--- src/rtl/farm_sensor_conditioner.sv ---
// farm_sensor_conditioner
// Front-end for the traffic light controller's farm road. It synchronises and
// debounces the vehicle loop sensor, counts the vehicles waiting, retires them
// while the farm green is lit, and raises a request and an urgency flag.
//
// Timing at default parameters: a raw sensor edge that is first sampled at
// clock edge N changes the accepted level at edge N+5. The arrival strobe is
// registered on that same edge. The waiting count moves one edge later.
//
// There is no valid/ready handshake. The sensor is a free-running level input.
// farm_green is sampled on every rising clock edge as the lamp state.
module farm_sensor_conditioner #(
    parameter int DEBOUNCE_CYCLES = 4,
    parameter int CNT_W           = 4,
    parameter int DEPART_CYCLES   = 3,
    parameter int MAX_WAIT        = 50
) (
    input  logic             clk,
    input  logic             reset,          // active-low, asynchronous
    input  logic             sensor_raw,
    input  logic             farm_green,
    output logic             farm_request,
    output logic             farm_urgent,
    output logic             arrival_pulse,
    output logic [CNT_W-1:0] waiting_count
);

    localparam int DCNT_W = (DEBOUNCE_CYCLES > 1) ? $clog2(DEBOUNCE_CYCLES) : 1;
    localparam int DT_W   = (DEPART_CYCLES > 1) ? $clog2(DEPART_CYCLES) : 1;
    localparam int WT_W   = $clog2(MAX_WAIT + 1);

    localparam logic [DCNT_W-1:0] DCNT_LAST = DCNT_W'(DEBOUNCE_CYCLES - 1);
    localparam logic [DT_W-1:0]   DT_LAST   = DT_W'(DEPART_CYCLES - 1);
    localparam logic [WT_W-1:0]   WT_MAX    = WT_W'(MAX_WAIT);
    localparam logic [CNT_W-1:0]  CNT_MAX   = '1;

    logic              s1;
    logic              s2;
    logic              deb;
    logic [DCNT_W-1:0] dcnt;
    logic [DT_W-1:0]   dt;
    logic [WT_W-1:0]   wt;

    logic deb_flip;
    logic deb_rise;
    logic departure;

    // The accepted level flips on this edge. s2 has now disagreed with deb
    // for DEBOUNCE_CYCLES consecutive edges.
    assign deb_flip  = (s2 != deb) && (dcnt == DCNT_LAST);
    assign deb_rise  = deb_flip && !deb;
    // A vehicle leaves on the last cycle of each DEPART_CYCLES-long green slot.
    assign departure = farm_green && (waiting_count != '0) && (dt == DT_LAST);

    assign farm_request = (waiting_count != '0);
    assign farm_urgent  = (wt == WT_MAX);

    // Two-flop synchroniser for the asynchronous loop detector.
    always_ff @(posedge clk or negedge reset) begin
        if (!reset) begin
            s1 <= 1'b0;
            s2 <= 1'b0;
        end else begin
            s1 <= sensor_raw;
            s2 <= s1;
        end
    end

    // Debounce. Any bounce back to the accepted level restarts the count.
    always_ff @(posedge clk or negedge reset) begin
        if (!reset) begin
            deb  <= 1'b0;
            dcnt <= '0;
        end else if (s2 == deb) begin
            dcnt <= '0;
        end else if (dcnt == DCNT_LAST) begin
            deb  <= s2;
            dcnt <= '0;
        end else begin
            dcnt <= dcnt + 1'b1;
        end
    end

    // One-cycle arrival strobe on an accepted rising level only.
    always_ff @(posedge clk or negedge reset) begin
        if (!reset) begin
            arrival_pulse <= 1'b0;
        end else begin
            arrival_pulse <= deb_rise;
        end
    end

    // Departure timer. It runs only while green is lit and vehicles remain.
    always_ff @(posedge clk or negedge reset) begin
        if (!reset) begin
            dt <= '0;
        end else if (!farm_green || (waiting_count == '0)) begin
            dt <= '0;
        end else if (dt == DT_LAST) begin
            dt <= '0;
        end else begin
            dt <= dt + 1'b1;
        end
    end

    // Waiting-vehicle count. It saturates high, and an arrival that would
    // overflow it is dropped. An arrival and a departure in the same cycle
    // cancel out.
    always_ff @(posedge clk or negedge reset) begin
        if (!reset) begin
            waiting_count <= '0;
        end else if (arrival_pulse && !departure) begin
            if (waiting_count != CNT_MAX) begin
                waiting_count <= waiting_count + 1'b1;
            end
        end else if (departure && !arrival_pulse) begin
            waiting_count <= waiting_count - 1'b1;
        end
    end

    // Wait timer. It counts unserved cycles and saturates at MAX_WAIT.
    always_ff @(posedge clk or negedge reset) begin
        if (!reset) begin
            wt <= '0;
        end else if ((waiting_count == '0) || farm_green) begin
            wt <= '0;
        end else if (wt != WT_MAX) begin
            wt <= wt + 1'b1;
        end
    end

endmodule

--- config.mk ---
export PLATFORM = sky130hd
export DESIGN_NAME = farm_sensor_conditioner
export DESIGN_NICKNAME = d
export VERILOG_FILES = /design/src/rtl/farm_sensor_conditioner.sv
export SDC_FILE = /design/constraint.sdc
export NUM_CORES = 1
export LEC_CHECK = 0
export CAP_MARGIN = 20
export CORE_UTILIZATION = 40
export CTS_CLUSTER_DIAMETER = 100
export DETAILED_ROUTE_END_ITERATION = 8
export DONT_BUFFER_PORTS = 1
export PLACE_DENSITY_LB_ADDON = 0.1
export RECOVER_POWER = 100
export REMOVE_ABC_BUFFERS = 1
export SYNTH_ARGS = -nofsm -noshare
export SYNTH_HDL_FRONTEND = slang
export SYNTH_SLANG_ARGS = --single-unit
--- constraint.sdc ---
create_clock -name clk -period 2.4 [get_ports clk]
set_input_delay 0.6 -clock clk [delete_from_list [all_inputs] [get_ports clk]]
set_output_delay 0.6 -clock clk [all_outputs]
set_load 0.05 [all_outputs]
* Yosys cells after proc, flatten, opt, wreduce, memory -nomap -nowiden
Cells that the tools add are included.
** Storage, ports and cells
- Register bits :: 18
- Output and inout bits :: 7
- Logic and storage cells :: 49
** Cells by class
- Add/subtract/negate cells :: 5
- Equal/unequal tests :: 8
- Multiplexer cells :: 9
- Bitwise logic cells :: 1
- Reductions and logical operators :: 18
** Operators with widths (number)
- $mux W4 :: 3
- $mux W6 :: 2
- $mux W2 :: 4
- $add A6 B1 Y6 const B :: 1
- $eq A6 B6 Y1 const B :: 1
- $logic_and A1 B1 Y1 :: 6
- $ne A6 B6 Y1 const B :: 1
- $add A2 B1 Y2 const B :: 2
- $add A4 B1 Y4 const B :: 1
- $eq A2 B2 Y1 const B :: 2
- $logic_not A1 Y1 :: 4
- $logic_not A4 Y1 :: 1
- $ne A4 B4 Y1 const B :: 1
- $reduce_and A2 Y1 :: 2
- $reduce_bool A2 Y1 :: 2
- $reduce_bool A4 Y1 :: 1
- $sub A4 B1 Y4 const B :: 1
- $logic_or A1 B1 Y1 :: 2
- $ne A2 B1 Y1 const B :: 1
- $eq A1 B1 Y1 :: 1
- $ne A1 B1 Y1 :: 1
- $not A1 Y1 :: 1

* Logic depth before layout (Yosys ltp)
- Word-level depth :: 7
- Depth in mapped cells :: 8
- Depth with buffers taken out :: 8

* Worst setup path before layout
OpenSTA, ideal clock, no wires.
- Kind :: register -> register
- From :: register waiting_count[0]
- To :: register waiting_count[3]
- Setup time :: 83 ps
- Arrival :: 2584 ps
- Data required time :: 2317 ps
- Slack :: -267 ps
- Stages on the path, launching flop included :: 9
- Buffers on the path :: 0
- Period minus slack after synthesis :: 2667 ps
- Cell sequence :: dfrtp_1 -> o41ai_4 -> or2_2 -> nand2_2 -> ha_1 -> a21o_1 -> a21oi_1 -> mux2i_4 -> xor2_1
** Between the ends
- Word-level cells in the longest chain between the ends :: 7
- Elaborated cells on any way between the ends :: 15
- Classes of those cells :: add/sub: 2; eq/ne: 2; mux: 3; reduce/logical: 8
** RTL lines
- start: declaration :: RTL line 25 : output logic [CNT_W-1:0] waiting_count
- start signal: assignment :: RTL line 114 : waiting_count <= waiting_count + 1'b1;
- start signal: assignment :: RTL line 117 : waiting_count <= waiting_count - 1'b1;
- $reduce_bool A4 Y1 :: RTL line 53 : assign departure = farm_green && (waiting_count != '0) && (dt == DT_LAST);
- $logic_and A1 B1 Y1 (2 in a row) :: RTL line 53
- $logic_not A1 Y1 :: RTL line 112 : end else if (arrival_pulse && !departure) begin
- $logic_and A1 B1 Y1 :: RTL line 112
- $ne A2 B1 Y1 (no source line) or $reduce_bool A2 Y1 (tied branches)
- $reduce_and A2 Y1 (no source line)
Several ways; a longest one is shown, not always the timed one. The select of a mux whose other input is x is not followed.
A chain may end at the register's enable or synchronous reset.

* Worst setup path after layout
- From :: register waiting_count[0]
- To :: output farm_request
** Between the ends
- Word-level cells in the longest chain between the ends :: 1
** RTL lines
- $reduce_bool A4 Y1 :: RTL line 55 : assign farm_request = (waiting_count != '0);
- end: declaration :: RTL line 22 : output logic farm_request,
Every way passes these cells.

==> run_summary.xml <==
<?xml version="1.0" encoding="UTF-8"?>
<metrics>
  <group name="outcome">
    <metric name="run_status" unit="">complete, no violations</metric>
  </group>
  <group name="pwr">
    <metric name="internal-power" unit="µW">637</metric>
    <metric name="power.sequential.fraction" unit="">0.393</metric>
    <metric name="power.share.combinational" unit="">0.438</metric>
    <metric name="ir_drop" unit="V">0.000592</metric>
    <metric name="p_sw" unit="µW">462</metric>
    <metric name="power.share.switching" unit="">0.420</metric>
    <metric name="p_per_area" unit="mW/mm²">1070</metric>
    <metric name="leakagePower" unit="nW">0.460</metric>
    <metric name="clock_power_share" unit="">0.169</metric>
  </group>
  <group name="routing">
    <metric name="detailroute.via_count" unit="">594</metric>
    <metric name="drtIter0Drc" unit="">1</metric>
    <metric name="wl" unit="mm">1.59</metric>
    <metric name="remaining_routing_drc_violations" unit="">0</metric>
    <metric name="dr_wl_met3" unit="µm">54</metric>
    <metric name="routed_wire_length_per_instance" unit="µm">13.8</metric>
    <metric name="drt-met1-wl" unit="µm">702</metric>
    <metric name="met2_length" unit="µm">789</metric>
    <metric name="avgViaCountPerCell" unit="">5.17</metric>
    <metric name="top_signal_layer_used" unit="">met4</metric>
    <metric name="drtPass1Iterations" unit="">2</metric>
    <metric name="postRouteAntennaNets" unit="">0</metric>
  </group>
  <group name="sta">
    <metric name="final-max-slew-violation-count" unit="">0</metric>
    <metric name="finalWorstPathRequiredPeriod" unit="ns">2.21</metric>
    <metric name="worst_clock_skew" unit="ns">0.00102</metric>
    <metric name="grt_setup_unrepaired" unit="">no</metric>
    <metric name="timing.final.crit_share" unit="">0.922</metric>
    <metric name="hold-worst-slack" unit="ns">0.325</metric>
    <metric name="hold_violations" unit="">0</metric>
    <metric name="worst_rel_slew_slack" unit="">0.446</metric>
    <metric name="max_freq" unit="MHz">452</metric>
    <metric name="pin_slew_with_the_least_headroom_to_its_limit" unit="ns">0.828</metric>
    <metric name="finalSetupViolations" unit="">0</metric>
  </group>
  <group name="floorplan">
    <metric name="placeableCoreArea" unit="mm²">0.00204</metric>
    <metric name="initial_core_util" unit="">0.443</metric>
    <metric name="dieHeight" unit="µm">49.6</metric>
    <metric name="io_pins" unit="">11</metric>
    <metric name="num_rows" unit="">16</metric>
    <metric name="die-area" unit="mm²">0.00246</metric>
    <metric name="die_width" unit="µm">49.6</metric>
  </group>
  <group name="synth">
    <metric name="synth.most_common_cell" unit="">dfrtp_1</metric>
    <metric name="synth_common_cells" unit="">dfrtp_1 (18), nor2_1 (8), ha_1 (5)</metric>
    <metric name="dominantRegCellSynth" unit="">dfrtp_1</metric>
    <metric name="yosys.area.top_type" unit="">dfrtp_1</metric>
    <metric name="synthArstFlopShare" unit="">1.00</metric>
    <metric name="yosysUniqueCellTypes" unit="">31</metric>
    <metric name="postSynthRegisterBits" unit="">18</metric>
    <metric name="netlist_instances" unit="">77</metric>
    <metric name="synth-edff-count" unit="">0</metric>
    <metric name="synth.yosys.warnings" unit="">0</metric>
    <metric name="yosys.area.top_type_share" unit="">0.498</metric>
    <metric name="post_synth_instance_area" unit="µm²">905</metric>
    <metric name="synthTopCellsByArea" unit="">dfrtp_1 (50%), ha_1 (6.9%), xnor2_1 (3.9%), xor2_1 (3.9%), nor2_1 (3.3%)</metric>
    <metric name="postSynthAreaPerCell" unit="µm²">11.7</metric>
    <metric name="ys_seq_area_frac" unit="">0.498</metric>
  </group>
  <group name="grt">
    <metric name="first_global_vias" unit="">615</metric>
    <metric name="gr-total-overflow" unit="">0</metric>
    <metric name="grt_max_degree" unit="">19</metric>
    <metric name="antenna_found_initial" unit="">0</metric>
    <metric name="globalRouteTotalUtil" unit="">0.153</metric>
    <metric name="grt_first_pass_wirelength" unit="mm">2.77</metric>
  </group>
  <group name="critical_path">
    <metric name="crit_family" unit="">simple AND/OR/NAND/NOR gates</metric>
    <metric name="critPathLaunchType" unit="">flop</metric>
    <metric name="cpPeakStageDelay" unit="ns">0.67</metric>
    <metric name="critPathRequiredTime" unit="ns">1.80</metric>
    <metric name="critPathMaxFanout" unit="">7</metric>
    <metric name="timing.critical_path.cells" unit="">buf_4 -&gt; or4_4</metric>
    <metric name="critPathBufInv" unit="">1</metric>
    <metric name="worstSetupEndpointType" unit="">output pin</metric>
    <metric name="crit_arrival" unit="ns">1.61</metric>
    <metric name="critPathLaunch" unit="">waiting_count[0]</metric>
    <metric name="worst-setup-path-type" unit="">reg2out</metric>
    <metric name="worstReg2RegStart" unit="">waiting_count[0]</metric>
    <metric name="timing.critical_path.slowest_stage_cell" unit="">or4_4</metric>
  </group>
  <group name="worst_hold_path">
    <metric name="min_from" unit="">sensor_raw</metric>
    <metric name="timing.hold.worst.class" unit="">in2reg</metric>
  </group>
  <group name="clock_network">
    <metric name="tritoncts" unit="">done</metric>
    <metric name="cts.htree.levels" unit="">1</metric>
    <metric name="number_of_buffers_inserted_during_clock_tree_synthesis" unit="">3</metric>
    <metric name="clkSinkCount" unit="">18</metric>
    <metric name="post-cts-setup-buffers" unit="">0</metric>
    <metric name="cts-root-buf" unit="">clkbuf_4</metric>
    <metric name="maximum_count_of_clock_buffers_along_a_single_path" unit="">2</metric>
    <metric name="clk_latency" unit="ns">0.29</metric>
    <metric name="cts.reportedPaths.clkPinSlew" unit="ns">0.10</metric>
  </group>
  <group name="placed_design">
    <metric name="dpl.hpwl" unit="mm">1.17</metric>
    <metric name="routabilityCongestion" unit="">0.742</metric>
    <metric name="detailed_place.area" unit="µm²">983</metric>
    <metric name="io_buffer_count" unit="">0</metric>
  </group>
  <group name="layout">
    <metric name="fin_area" unit="mm²">0.00102</metric>
    <metric name="nets_final" unit="">99</metric>
    <metric name="areaGrowthSynthToFinish" unit="%">13.3</metric>
    <metric name="footprint_of_the_multi_input_gates" unit="µm²">445</metric>
    <metric name="area_of_all_sequential_standard_cells" unit="µm²">450</metric>
    <metric name="filler_cell_count" unit="">197</metric>
    <metric name="final_core_utilization" unit="">0.502</metric>
    <metric name="diode_insertion_count_for_antenna_repair" unit="">0</metric>
    <metric name="drive_gt1_frac" unit="">0.182</metric>
  </group>
  <group name="flow_run">
    <metric name="max_cap_violations" unit="">0</metric>
  </group>
</metrics>
[cells in the final DEF (no fill, tap or decap), drive strengths merged, types with 2 or more instances in the layout]
cell    instances
nor3            2
dfrtp          18
ha              5
inv             3
nor2            8
xnor2           4
nand2           5
a21oi           2
nand3           3
buf             4
clkbuf          6
xor2            4
nand2b          3
nand4           2
[what timing repair did]
action | 4_1_cts | 5_1_grt
resized for setup | 0 | 2
hold endpoints to repair | 18 | 0
endpoints found under the setup margin | 0 | 2
hold buffers | 1 | 0
[final timing paths]
| kind | to | slack [ns] | cells after the start |
|---|---|---|---|
| worst max-delay path | farm_request | 0.19 | 2 |
| worst min-delay path | s1 | 0.32 | 0 |
| worst max register to register | waiting_count[3] | 0.19 | 8 |
| worst min register to register | s2 | 0.36 | 0 |
| max in group asynchronous | dt[0] | 1.05 | 1 |
| min in group asynchronous | waiting_count[0] | 0.84 | 1 |
[logic make-up (layout without fill, tap and decap cells)]
kind of cell / count (synthesis) / count (layout) / synth area share
XOR/XNOR: 8 / 8 / 0.0774
multiplexers: 2 / 2 / 0.0373
buffers and inverters: 3 / 14 / 0.0124
AND/OR/NAND/NOR: 30 / 30 / 0.180
adder cells (fa/ha/maj): 6 / 6 / 0.0913
AO/OA/AOI/OAI: 10 / 10 / 0.104
flip-flops: 18 / 18 / 0.498
[layer usage]
| layer | track usage | vias to the layer above |
|---|---|---|
| met5 | 0 | - |
| met4 | 0.0857 | 0 |
| met3 | 0.0340 | 4 |
| met2 | 0.257 | 9 |
| met1 | 0.178 | 291 |
| li1 | - | 290 |
[area by class of cell]
| cell class | count | area share |
|---|---|---|
| flip-flops and latches | 18 | 0.440 |
| multi-input cells | 56 | 0.435 |
| repair buffers | 7 | 0.0464 |
| clock buffers | 4 | 0.0354 |
| well taps | 27 | 0.0330 |
| inverters | 3 | 0.0110 |
[through the flow]
stage	total power [mW]	std cells	TNS, ns	setup WS, ns
2_1_floorplan	0.788	77	-0.267	-0.267
3_3_place_gp	0.899	110	0	0.150
3_5_place_dp	0.910	110	0	0.0830
4_1_cts	1.11	115	0	0.0282
5_1_grt	1.18	115	0	0.0962
6_report	1.10	115	0	0.187
[sequential cells by signal (all words and copies together) (netlist names)]
signal,flops
wt,6
waiting_count,4
dcnt,2
dt,2
arrival_pulse,1
deb,1
s1,1
s2,1
[power by group through the flow]
| stage | sequential (mW) | clock, mW | combinational, mW |
|---|---|---|---|
| after global placement | 0.438 | 0 | 0.460 |
| after floorplan | 0.579 | 0 | 0.209 |
| after global routing | 0.443 | 0.207 | 0.533 |
| after CTS | 0.433 | 0.197 | 0.479 |
| after detailed placement | 0.439 | 0 | 0.471 |
| final | 0.432 | 0.186 | 0.481 |
Note: power is estimated with default switching activity, not from simulation.
